==> config.mk <==
export PLATFORM = sky130hd
export DESIGN_NAME = bt_cmd_ctrl
export DESIGN_NICKNAME = d
export VERILOG_FILES = /design/src/rtl/bt_cmd_ctrl.sv
export SDC_FILE = /design/constraint.sdc
export NUM_CORES = 1
export LEC_CHECK = 0
export BUFFER_PORTS_ARGS = -buffer_cell sky130_fd_sc_hd__buf_2
export CORE_MARGIN = 2
export CORE_UTILIZATION = 55
export DETAILED_ROUTE_END_ITERATION = 10
export PLACE_DENSITY = 0.75
export SYNTH_ARGS = -nofsm -noshare
export SYNTH_HDL_FRONTEND = slang
export SYNTH_SLANG_ARGS = --single-unit
==> constraint.sdc <==
create_clock -name clk -period 2.3 [get_ports clk]
set_input_delay 0.575 -clock clk [delete_from_list [all_inputs] [get_ports clk]]
set_output_delay 0.575 -clock clk [all_outputs]
set_load 0.01 [all_outputs]
==> src/rtl/bt_cmd_ctrl.sv <==
// Bluetooth command controller: frames UART bytes into HEADER/OPCODE/OPERAND[/CHECK]
// commands and applies them to an LED register. Define BT_CHECKSUM_EN for the XOR check byte.
module bt_cmd_ctrl #(
  parameter logic [7:0]  HEADER         = 8'hA5,
  parameter int unsigned TIMEOUT_CYCLES = 52080,
  parameter logic [7:0]  LED_RESET      = 8'h00
) (
  input  logic       clk,
  input  logic       reset,
  input  logic [7:0] rx_data,
  input  logic       rx_valid,
  input  logic       rx_frame_err,
  output logic [7:0] leds,
  output logic       busy,
  output logic       cmd_done,
  output logic       cmd_err,
  output logic [7:0] err_count
);

  localparam int unsigned     CW       = $clog2(TIMEOUT_CYCLES + 1);
  localparam logic [CW-1:0]   CNT_LAST = CW'(TIMEOUT_CYCLES - 1);

`ifdef BT_CHECKSUM_EN
  typedef enum logic [2:0] {ST_IDLE, ST_OPCODE, ST_OPERAND, ST_CHECK, ST_EXEC} state_e;
`else
  typedef enum logic [2:0] {ST_IDLE, ST_OPCODE, ST_OPERAND, ST_EXEC} state_e;
`endif

  state_e        state_q, state_d;
  logic [7:0]    opcode_q, opcode_d;
  logic [7:0]    operand_q, operand_d;
  logic [7:0]    leds_q, leds_d;
  logic [7:0]    err_count_q, err_count_d;
  logic [CW-1:0] cnt_q, cnt_d;
  logic          busy_q, busy_d;
  logic          done_q, done_d;
  logic          err_q, err_d;
  logic          fail;
  logic          hdr_ok;

  always_comb begin
    state_d     = state_q;
    opcode_d    = opcode_q;
    operand_d   = operand_q;
    leds_d      = leds_q;
    err_count_d = err_count_q;
    cnt_d       = '0;
    done_d      = 1'b0;
    err_d       = 1'b0;
    fail        = 1'b0;
    // A frame error in the same cycle drops the byte, even in IDLE.
    hdr_ok      = rx_valid && !rx_frame_err && (rx_data == HEADER);

    case (state_q)
      ST_IDLE: begin
        if (hdr_ok) state_d = ST_OPCODE;
      end
      ST_EXEC: begin
        // A byte arriving during EXEC is handled as if already in IDLE.
        state_d = hdr_ok ? ST_OPCODE : ST_IDLE;
        if (rx_frame_err) begin
          fail = 1'b1;
        end else begin
          case (opcode_q)
            8'h01:   leds_d = operand_q;
            8'h02:   leds_d = leds_q | operand_q;
            8'h03:   leds_d = leds_q & ~operand_q;
            8'h04:   leds_d = leds_q ^ operand_q;
            default: fail = 1'b1;
          endcase
        end
        done_d = !fail;
      end
      default: begin
        cnt_d = cnt_q + 1'b1;
        if (rx_frame_err) begin
          fail    = 1'b1;
          state_d = ST_IDLE;
        end else if (rx_valid) begin
          cnt_d = '0;
          case (state_q)
            ST_OPCODE: begin
              opcode_d = rx_data;
              state_d  = ST_OPERAND;
            end
            ST_OPERAND: begin
              operand_d = rx_data;
`ifdef BT_CHECKSUM_EN
              state_d   = ST_CHECK;
`else
              state_d   = ST_EXEC;
`endif
            end
`ifdef BT_CHECKSUM_EN
            ST_CHECK: begin
              if (rx_data == (opcode_q ^ operand_q)) begin
                state_d = ST_EXEC;
              end else begin
                fail    = 1'b1;
                state_d = ST_IDLE;
              end
            end
`endif
            default: ;
          endcase
        end else if (cnt_q == CNT_LAST) begin
          // Fires on the TIMEOUT_CYCLES-th idle edge after the last accepted byte.
          fail    = 1'b1;
          state_d = ST_IDLE;
        end
      end
    endcase

    if (fail) begin
      err_d = 1'b1;
      cnt_d = '0;
      if (err_count_q != 8'hFF) err_count_d = err_count_q + 8'd1;
    end

    busy_d = (state_d != ST_IDLE);
  end

  always_ff @(posedge clk or negedge reset) begin
    if (!reset) begin
      state_q     <= ST_IDLE;
      opcode_q    <= '0;
      operand_q   <= '0;
      leds_q      <= LED_RESET;
      err_count_q <= '0;
      cnt_q       <= '0;
      busy_q      <= 1'b0;
      done_q      <= 1'b0;
      err_q       <= 1'b0;
    end else begin
      state_q     <= state_d;
      opcode_q    <= opcode_d;
      operand_q   <= operand_d;
      leds_q      <= leds_d;
      err_count_q <= err_count_d;
      cnt_q       <= cnt_d;
      busy_q      <= busy_d;
      done_q      <= done_d;
      err_q       <= err_d;
    end
  end

  assign leds      = leds_q;
  assign busy      = busy_q;
  assign cmd_done  = done_q;
  assign cmd_err   = err_q;
  assign err_count = err_count_q;

endmodule
# == After elaboration in Yosys (flattened, before gate mapping) ==
# Index checks and enable logic that the tools add are counted.
# op_classes
reduce_logical,13
mul,0
div,0
order_cmp,0
addsub,2
n_bitwise,6
n_mux,21
shift,0
n_eq_ne,10
# op_table
operator,count
$mux 16,4
$pmux 8 s4,1
$add 16x1->16 const B,1
$eq 16x16->1 const B,1
$eq 8x2->1 const B,2
$mux 3,4
$pmux 3 s2,2
$mux 1,9
$add 8x1->8 const B,1
$and 8x8->8,1
$eq 8x1->1 const B,1
$eq 8x3->1 const B,1
$eq 8x8->1 const B,1
$ne 8x8->1 const B,1
$not 8->8,1
$or 8x8->8,1
$reduce_and 4->1,2
$xor 8x8->8,1
$eq 3x2->1 const B,2
$reduce_bool 4->1,1
$reduce_or 4->1,1
$eq 3x1->1 const B,1
$logic_not 3->1,1
$reduce_and 3->1,1
7 further kinds,10
# word_totals
inputBits,12
latchBits,0
ramBits,0
romBits,0
memories,0
out_inout_bits,19
regBits,54
word_cells,61

# == Longest topological paths before layout ==
# depth
word_depth,7
ltp_mapped,8
ltp_nobuf,6

# == Worst setup path after synthesis ==
# Ideal clock, no wire load.
# synth_timing
kind,in2reg
from,input rx_frame_err
to,register err_count_q[1] (netlist: err_count[1])
t_required_ns,2.175
cell_stages,5
arrival_time_ns,1.949
slack_ns,0.226
cell_sequence,or3b_1 a2111o_1 o31a_2 nand3_4 mux2_4
# synth_between
elab_chain_cells,4
word_cells_on_any_way,5
classes_between,mux: 4; reduce/logical: 1
# synth_lines
element,line,text
"start, declared",12,"input logic rx_frame_err,"
$mux 1,61,if (rx_frame_err) begin
$mux 1,54,case (state_q)
$pmux 1 s2 (*),54,
$reduce_and 2->1 (no source line) (*),--,
"end signal, assigned",139,err_count_q <= err_count_d;
"end, declared",33,"logic [7:0] err_count_q, err_count_d;"
# Mark *: on every way between the ends. The rest lies on a longest branch, timed or not. The select of a mux whose other input is x is not followed.
# A chain may end at the register's enable or synchronous reset.

# == Worst setup path in the final report ==
# layout_timing
from,register opcode_q[7]
to,register leds_q[4] (netlist: leds[4])
# layout_between
elab_chain_cells,3
word_cells_on_any_way,7
classes_between,eq/ne: 4; mux: 1; reduce/logical: 2
# layout_lines
element,line,text
"start, declared",30,"logic [7:0] opcode_q, opcode_d;"
"start signal, assigned",136,opcode_q <= opcode_d;
$eq 8x3->1 (tied with other cells),64,case (opcode_q)
$reduce_bool 4->1 (no source line),--,
$reduce_and 3->1 (no source line),--,
"end signal, assigned",138,leds_q <= leds_d;
"end, declared",32,"logic [7:0] leds_q, leds_d;"
# Parallel ways exist; a longest one is shown, timed or not.

==> qor.yml <==
status: "finished clean"
netSwitchingPower_mw: 0.3649
period_needed_ns: 2.187
cp.arrival_ns: 2.37
dp_hpwl_mm: 4.526
cts_setup_buffers: 0
maxCapViolations: 0
grt_pass1_vias: 2346
p_total_mw: 1.706
cts_root_buf: "clkbuf_8"
synth_fp_nets: 329
async_reset_ff_frac: 1.000
multi_input_area_sq_um: 1528
regArea_sq_um: 1351
netlist_instances: 299
clock_path_buffers: 2
worst_pin_slew_ns: 0.6435
vias_per_cell: 5.800
timing.final.crit_share: 0.9507
p_comb_frac: 0.054
timing.slew.headroom: 0.5670
netlist_top_cells_area: "dfrtp_1 45%, ha_1 7.5%, mux2_2 6.0%"
ys_ff_latch: 54
place.gp.congestion: 0.8532
synth.top_cell.area_share: 0.4479
post-route-util: 0.6517
track_usage: 0.2293
antenna_cells: 0
cts_tree: "done"
synth-main-ff-cell: "dfrtp_1"
drc_errors: 0
yosysWarnings: 0
power_leakage_nw: 1.495
postCtsHoldBufs: 0
worstPathCellList: "or4_1, or2_1, o21bai_1, a222oi_1, o21ai_0"
num_vias: 2349
finalSetupViolCount: 0
cts_buffers: 5
wirelength_mm: 6.420
synth-edff-count: 0
core_sq_um: 5205
cp_num_buf_inv: 0
ant_nets: 0
fmax_mhz: 457.3
syn_area_sq_um: 3017
netlist-cell-type-count: 49
cts_sinks: 54
path_delay_family: "compound AO/OA/AOI/OAI gates"
area_growth_pct: 12.44
avgRoutedWirePerCell_microns: 15.85
cp.required_ns: 2.48
initial_utilization: 0.5796
dieArea_sq_um: 6093
path_clk_slew_ns: 0.09
ys_seq_area_frac: 0.4479
power.density_nw_per_um2: 502.9
initialDrtViolationCount: 162
die_y_microns: 78.06
end_kind: "register"
worstPathMaxFanout: 8
first_pass_iters: 5
cts_resized: 0
fin_skew_ns: 0.008689
io_pins: 31
rsz0062_at_grt: "no"
final_cell_mix: "54 x dfrtp_1, 34 x nand2_1, 30 x buf_2"
worstSetupPathType: "register to register"
internal-power_mw: 1.341
drv_slew: 0
yosys.area.top_type: "dfrtp_1"
start_kind: "register"
setup_tns_ns: 0
layout_commonest_cell: "dfrtp_1"
grt_first_pass_wirelength_mm: 11.07
fillCellCount: 429
p_clk_frac: 0.379
cpPeakStageDelay_ns: 0.58
power_frac_seq: 0.567
rows: 26
layout.nets: 365
hold_viol: 0
clk-insertion-delay-late_ns: 0.31
antenna_found_initial: 0
grt_max_degree: 32
critPathSlowestCell: "or4_1"
hp-class: "primary input to asynchronous set/reset pin"
rrSetupSlack_ns: 0.11
fp.dieW_microns: 78.06
syn_avg_cell_area_sq_um: 10.09
p_sw_frac: 0.2139
drive_gt1_frac: 0.2269
h-tree-depth: 2
io_buffers: 30
grt-ovfl-total: 0
ir_drop_mv: 0.3329
-- registers in the layout, indices dropped and copies added, names as in the netlist --
| signal | flops |
|---|---|
| opcode_q | 8 |
| leds | 8 |
| state_q | 3 |
| cmd_done | 1 |
| busy | 1 |
| operand_q | 8 |
| err_count | 8 |
| cmd_err | 1 |
| cnt_q | 16 |
-- kinds of logic (layout without fill, tap and decap cells) --
logic type      after synthesis  count (layout)  share of synthesized area
buf+inv                      31              67                    0.04562
simple gates                113             113                     0.1925
flops                        54              54                     0.4479
mux                          18              18                    0.06968
fa+ha+maj                    18              18                    0.07466
xor+xnor                     19              19                    0.05516
compound gates               46              46                     0.1145
-- area by class of cell --
class	instances	share of cell area
clock buffers	6	0.02435
clock inverters	1	0.008853
inverters	20	0.02213
multi-input cells	214	0.4504
flip-flops and latches	54	0.3984
well taps	70	0.02582
repair buffers	40	0.07008
-- routing by layer --
| layer | track usage | share of wire | up-vias |
|---|---|---|---|
| met1 | 0.3021 | 0.44 | 1154 |
| li1 | - | - | 1121 |
| met3 | 0.03218 | 0.041 | 11 |
| met5 | 0 | 0 | - |
| met2 | 0.3888 | 0.50 | 63 |
| met4 | 0.08246 | 0.020 | 0 |
-- synth_stat cells, types with 5 or more instances --
master,number
dfrtp_1,54
nand2_1,34
nor2_1,26
inv_1,20
ha_1,18
mux2_2,16
nand3_1,14
o21ai_0,14
xnor2_1,12
a222oi_1,8
o32ai_1,8
xor2_1,7
clkbuf_1,5
nand4_1,5
-- stage by stage --
stage | cells | area [sq um] | worst slack (ns) | hold slack [ns]
4_1_cts | 405 | 3392 | 0.1651 | 0.2628
3_5_place_dp | 398 | 3279 | 0.08118 | 0.4855
2_1_floorplan | 299 | 3017 | 0.2262 | 0.2794
5_1_grt | 405 | 3392 | 0.02035 | 0.2832
3_3_place_gp | 398 | 3279 | 0.1194 | 0.4777
6_report | 405 | 3392 | 0.1134 | 0.2420
-- worst paths after layout --
path,cells after the start,from,end
max,5,opcode_q[7],leds[4]
min,1,reset,cnt_q[3]
max reg2reg,5,opcode_q[7],leds[4]
min reg2reg,1,cnt_q[0],cnt_q[0]
max in group asynchronous,2,reset,leds[6]
min in group clk,1,cnt_q[0],cnt_q[0]
-- power by group through the flow --
stage / Combinational (mW) / Sequential (mW) / Clock, mW
5_1_grt: 0.104 / 0.970 / 0.702
6_report: 0.0923 / 0.968 / 0.646
2_1_floorplan: 0.0336 / 0.988 / 0
3_5_place_dp: 0.0934 / 0.987 / 0
4_1_cts: 0.0942 / 0.968 / 0.663
3_3_place_gp: 0.0913 / 0.986 / 0
No activity file was read; power rests on OpenSTA's default activity.
